==> src/rtl/ntm_values_vector_add_scheduler.sv <==
// Round-robin scheduler sharing one 8-bit values-vector adder between NUM_REQ
// requesters; the 9-bit sum is held in a single-entry response register tagged with the winner id.
module ntm_values_vector_add_scheduler #(
    parameter int NUM_REQ = 4,
    parameter int ID_W    = $clog2(NUM_REQ),
    parameter int CNT_W   = 16
) (
    input  logic                 clk,
    input  logic                 rst,
    input  logic [NUM_REQ-1:0]   req_valid,
    output logic [NUM_REQ-1:0]   req_ready,
    input  logic [8*NUM_REQ-1:0] req_ip1,
    input  logic [8*NUM_REQ-1:0] req_ip2,
    output logic [7:0]           adder_ip1,
    output logic [7:0]           adder_ip2,
    input  logic [8:0]           adder_out,
    output logic                 rsp_valid,
    input  logic                 rsp_ready,
    output logic [ID_W-1:0]      rsp_id,
    output logic [8:0]           rsp_data,
    output logic [CNT_W-1:0]     op_count
);

    localparam logic [ID_W:0]   NUM_REQ_W = (ID_W+1)'(NUM_REQ);
    localparam logic [ID_W-1:0] LAST_IDX  = ID_W'(NUM_REQ - 1);

    logic [ID_W-1:0]  ptr_q, ptr_d;
    logic             rsp_valid_q, rsp_valid_d;
    logic [ID_W-1:0]  rsp_id_q, rsp_id_d;
    logic [8:0]       rsp_data_q, rsp_data_d;
    logic [CNT_W-1:0] op_count_q, op_count_d;

    logic [7:0]       ip1_arr [NUM_REQ];
    logic [7:0]       ip2_arr [NUM_REQ];
    logic [ID_W-1:0]  grant_idx;
    logic             grant_found;
    logic             can_issue;
    logic             issue;
    logic             consume;

    genvar gi;
    generate
        for (gi = 0; gi < NUM_REQ; gi++) begin : g_unpack
            assign ip1_arr[gi] = req_ip1[8*gi +: 8];
            assign ip2_arr[gi] = req_ip2[8*gi +: 8];
        end
    endgenerate

    // Scan from ptr upward with wrap; the first valid requester wins.
    always_comb begin
        grant_idx   = '0;
        grant_found = 1'b0;
        for (int k = 0; k < NUM_REQ; k++) begin
            logic [ID_W:0] cand;
            cand = {1'b0, ptr_q} + (ID_W+1)'(k);
            if (cand >= NUM_REQ_W) begin
                cand = cand - NUM_REQ_W;
            end
            if (!grant_found && req_valid[cand[ID_W-1:0]]) begin
                grant_found = 1'b1;
                grant_idx   = cand[ID_W-1:0];
            end
        end
    end

    assign can_issue = !rsp_valid_q || rsp_ready;
    assign issue     = !rst && can_issue && grant_found;
    assign consume   = rsp_valid_q && rsp_ready;

    generate
        for (gi = 0; gi < NUM_REQ; gi++) begin : g_ready
            assign req_ready[gi] = issue && (grant_idx == ID_W'(gi));
        end
    endgenerate

    assign adder_ip1 = issue ? ip1_arr[grant_idx] : 8'd0;
    assign adder_ip2 = issue ? ip2_arr[grant_idx] : 8'd0;

    always_comb begin
        ptr_d       = ptr_q;
        rsp_valid_d = rsp_valid_q;
        rsp_id_d    = rsp_id_q;
        rsp_data_d  = rsp_data_q;
        op_count_d  = op_count_q;
        if (consume) begin
            op_count_d  = op_count_q + CNT_W'(1);
            rsp_valid_d = 1'b0;
        end
        // An accept in the same cycle as a consume overwrites the drained entry.
        if (issue) begin
            rsp_valid_d = 1'b1;
            rsp_id_d    = grant_idx;
            rsp_data_d  = adder_out;
            ptr_d       = (grant_idx == LAST_IDX) ? '0 : grant_idx + ID_W'(1);
        end
    end

    always_ff @(posedge clk) begin
        if (rst) begin
            ptr_q       <= '0;
            rsp_valid_q <= 1'b0;
            rsp_id_q    <= '0;
            rsp_data_q  <= '0;
            op_count_q  <= '0;
        end else begin
            ptr_q       <= ptr_d;
            rsp_valid_q <= rsp_valid_d;
            rsp_id_q    <= rsp_id_d;
            rsp_data_q  <= rsp_data_d;
            op_count_q  <= op_count_d;
        end
    end

    assign rsp_valid = rsp_valid_q;
    assign rsp_id    = rsp_id_q;
    assign rsp_data  = rsp_data_q;
    assign op_count  = op_count_q;

endmodule

==> config.mk <==
export PLATFORM = sky130hd
export DESIGN_NAME = ntm_values_vector_add_scheduler
export DESIGN_NICKNAME = d
export VERILOG_FILES = /design/src/rtl/ntm_values_vector_add_scheduler.sv
export SDC_FILE = /design/constraint.sdc
export NUM_CORES = 1
export LEC_CHECK = 0
export ABC_AREA = 1
export BUFFER_PORTS_ARGS = -buffer_cell sky130_fd_sc_hd__buf_2
export CORE_ASPECT_RATIO = 0.7
export CORE_MARGIN = 2
export CORE_UTILIZATION = 49
export DETAILED_ROUTE_END_ITERATION = 16
export HOLD_SLACK_MARGIN = 0.03
export PLACE_DENSITY = 0.87
export SLEW_MARGIN = 20
export SYNTH_ARGS = -nofsm -noshare
export SYNTH_HDL_FRONTEND = slang
export SYNTH_SLANG_ARGS = --single-unit
==> constraint.sdc <==
create_clock -name clk -period 6 [get_ports clk]
set_input_delay 0.9 -clock clk [delete_from_list [all_inputs] [get_ports clk]]
set_output_delay 0.9 -clock clk [all_outputs]
set_load 0.02 [all_outputs]
==> results.md <==
Synth:
- The share of the yosys chip area belonging to registers is 0.254.
- The count of yosys warnings during synthesis is 0.
- The area of the mapped netlist is 0.00236 sq mm.
- Summed over all instances, the cell type with the most area after synthesis is dfxtp_1.
- Synthesis inferred 30 register bits.
- The count of flip-flops with a built-in enable after synthesis is 0.
- After synthesis, the netlist uses 25 different library cells.
- Among all cell types in the netlist, the one instantiated most often is nand2_1.
- Sorting the synthesized cells by area gives the leading types as dfxtp_1 25%, nand2_1 19%, inv_1 12%.
- By count the netlist is led by 120 x nand2_1, 74 x inv_1, 46 x nand3_1.
- The fraction of registers with async set/reset is 0.
- Of the post-synthesis cell area, the dominant cell type holds 0.254.
- The predominant post-synthesis flop cell is dfxtp_1.
- Counting every net in the synthesized netlist gives 495.
- After synthesis, the mean cell area works out to 5.76 sq um.
- The count of mapped cells out of synthesis is 410.

Run:
- Max-cap violations in this run came to 0.

Worst setup path:
- The register-to-register setup slack is 2.60 ns.
- In this run the worst path has a maximum fanout of 40.
- The data arrival time of the critical path is 3.55 ns.
- The critical path is of the primary input to output port type.
- STA classifies the critical path endpoint as an output port.
- STA classifies the critical path startpoint as a primary input.
- For the worst flop-to-flop path, the logic depth is 12.
- The required time of the worst setup path is 5.10 ns.
- The launch instance of the worst register-to-register path is ptr_q[0].
- The endpoint identified for the worst register-to-register timing path is ptr_q[1].

Detailed routing:
- The via density per instance is 5.04.
- The number of nets with antenna violations after detailed routing is 0.
- The average wire per standard cell is 11.4 um.
- Before antenna repair, the detailed router went through 4 iterations.
- The count of routing violations after the opening detailed-route iteration is 160.
- After detailed routing, the number of remaining DRC violations is 0.
- The final layout contains routed wiring with a total length of 6.63 mm.
- Across all layers, the routed design uses 2941 vias.

STA:
- The final period demand of the worst path is 4.45 ns.
- Setup violations remaining at the end of the flow were counted as 0.
- For this run, the top clock speed supported by timing is 225 MHz.
- Setup repair after global routing left no endpoint under its margin.
- The accumulated negative setup slack is 0 ns.
- The worst pin sits at a relative slew slack of 0.499.
- At the pin with the least slew margin, the transition time is 0.751 ns.
- The count of final max-slew check failures is 0.
- The number of hold violations in the final report was 0.
- The share of the cycle needed by the critical path after routing is 0.741.
- Clock skew on the completed layout was measured at 0.00792 ns.

Final layout:
- The final cell count without fillers is 583.
- The share of layout cells above drive strength 1 is 0.281.
- In the final design database the tool counted 610 nets.
- The layout overhead on the synthesized area is 29.2%.
- The layout filler cell count is 472.
- The repair_antennas step left the layout with diodes totalling 0.

Run status:
- The run finished with clean final reports.

Clock tree:
- The maximum count of clock buffers along a single path is 2.
- TritonCTS built the clock tree.
- Clock tree synthesis inserted a total of 5 buffers.
- The number of post-CTS setup repair buffers is 0.
- The clock-pin slew reported for the worst setup and hold paths after clock tree synthesis is 0.07 ns.
- The clock net in this run drives a total of 30 sinks.
- The number of cells upsized or downsized after cts is 0.
- After clock tree synthesis, the flow added hold-fix buffers numbering 0.
- The root buffer selected by CTS is clkbuf_8.
- At the later pin of the worst-skew pair, clock insertion delay measures 0.28 ns.
- The H-tree was split into 2 levels.

Floorplan:
- The initial utilization of the core area, before any placement, comes to 0.503.
- The die outline height is 62.1 um.
- After floorplanning, the core was divided into 21 placement rows.
- The region available for standard cell placement spans 0.00470 sq mm.
- The width of the chip is 87.0 um.
- The number of top-level pins is 128.
- The die covers 0.00540 sq mm.

Power and ir drop:
- For this design the static power due to leakage is 1.81 nW.
- For this design the ratio of total power to cell area is 519 mW/mm^2.
- VDD sags by at most 0.000357 V.

Worst hold path:
- The worst hold path was traced through 2 stages.
- In this run the worst hold path is classified as flop to flop.
- The startpoint of the tightest hold check path is rsp_id[0].
- The worst hold endpoint is rsp_id[0].

Placement:
- Including well taps, the total number of placed cells is 575.
- Summed over all nets, the half-perimeter wirelength after detailed placement is 5.20 mm.
- Routability-driven placement finished with a final weighted congestion of 0.834.
- In this run the tool buffered the top-level ports with 127 buffer cells.

Global route:
- The global-route wire length before repair is 10.7 mm.
- The total overflow left after global routing is 0.
- Across every metal layer, demand over resource in global routing totals 0.239.
- The maximum number of pins on one net before global-route repair is 41.
- The initial antenna violation count is 0.
- The number of global-route vias before repair was 2536.
[state kept, by name, summed over array words and instances, names as in the netlist]
| signal | flops |
|---|---|
| rsp_data | 9 |
| rsp_valid | 1 |
| ptr_q | 2 |
| rsp_id | 2 |
| op_count | 16 |
[worst max-delay path by stage]
stage / slack, ns / endpoint / start / cells past startpoint
3_3_place_gp: 1.75 / req_ready[1] / req_valid[3] / 13
4_1_cts: 1.60 / req_ready[3] / req_valid[1] / 13
2_1_floorplan: 2.82 / req_ready[0] / req_valid[3] / 12
3_5_place_dp: 1.60 / req_ready[3] / req_valid[1] / 13
5_1_grt: 1.25 / req_ready[1] / ptr_q[0] / 13
6_report: 1.55 / req_ready[3] / req_valid[1] / 13
[layout make-up]
class | count | area (sq um) | area share
clock buffers | 6 | 82.6 | 0.0270
clock inverters | 2 | 12.5 | 0.00410
inverters | 79 | 297 | 0.0971
multi-input cells | 281 | 1350 | 0.441
flip-flops and latches | 30 | 601 | 0.197
well taps | 57 | 71.3 | 0.0234
repair buffers | 128 | 643 | 0.211
[stage by stage]
step	total power [W]	hold WS (ns)	instance area, sq um	utilization	setup slack (ns)
floorplan	0.00121	0.507	2360	-	2.82
global placement	0.00139	0.451	2960	0.629	1.75
detailed placement	0.00142	0.455	2960	0.629	1.60
CTS	0.00159	0.465	3050	0.649	1.60
global route	0.00174	0.484	3050	0.649	1.25
finish	0.00159	0.464	3050	0.649	1.55
[metal layers]
layer	part of all wire	global-route usage	up-vias
met3	0.082	0.0545	8
met2	0.46	0.386	121
li1	-	-	1523
met4	0.011	0.0547	0
met1	0.44	0.323	1289
met5	0	0	-
[worst max-delay path: stages]
cell	delay, ns
buf_2	0.11
inv_1	0.06
nand2_1	0.06
nand3_1	0.15
nand2_2	0.10
inv_2	0.07
nand3_2	0.35
nand3_2	0.67
clkinv_1	0.46
ha_1	0.34
inv_1	0.05
nor2_1	0.03
buf_2	0.16
[cells by family after synthesis]
kind of cell / after synthesis / share of synthesized area
DFF: 30 / 0.254
buffers and inverters: 99 / 0.176
and+or+nand+nor: 227 / 0.433
AOI/OAI and AO/OA: 46 / 0.0995
adders and majority gates: 5 / 0.0265
xor gates and xnor gates: 3 / 0.0111
[power breakdown]
group / internal (W) / leakage [nW] / switching, W / total [W]
Combinational: 0.000356 / 1.52 / 0.000805 / 0.00116
Clock: 0.0000919 / 0.0472 / 0.0000739 / 0.000166
Sequential: 0.000229 / 0.246 / 0.0000297 / 0.000259
[cell usage in the layout, fill, tap and decap left out]
cell type and count:
a21oi_1 25, buf_2 127, buf_4 1, clkbuf_8 6, clkinv_1 1, clkinv_2 1
clkinvlp_4 1, dfxtp_1 30, ha_1 5, inv_1 74, inv_2 4, nand2_1 120
nand2_2 4, nand3_1 46, nand3_2 2, nand3_4 1, nand4_1 24, nor2_1 25
nor2_4 1, nor3_1 2, nor3b_1 2, o21a_1 2, o21ai_0 8, o21ai_1 11
xor2_1 3
Note: power is estimated with default switching activity, not from simulation.
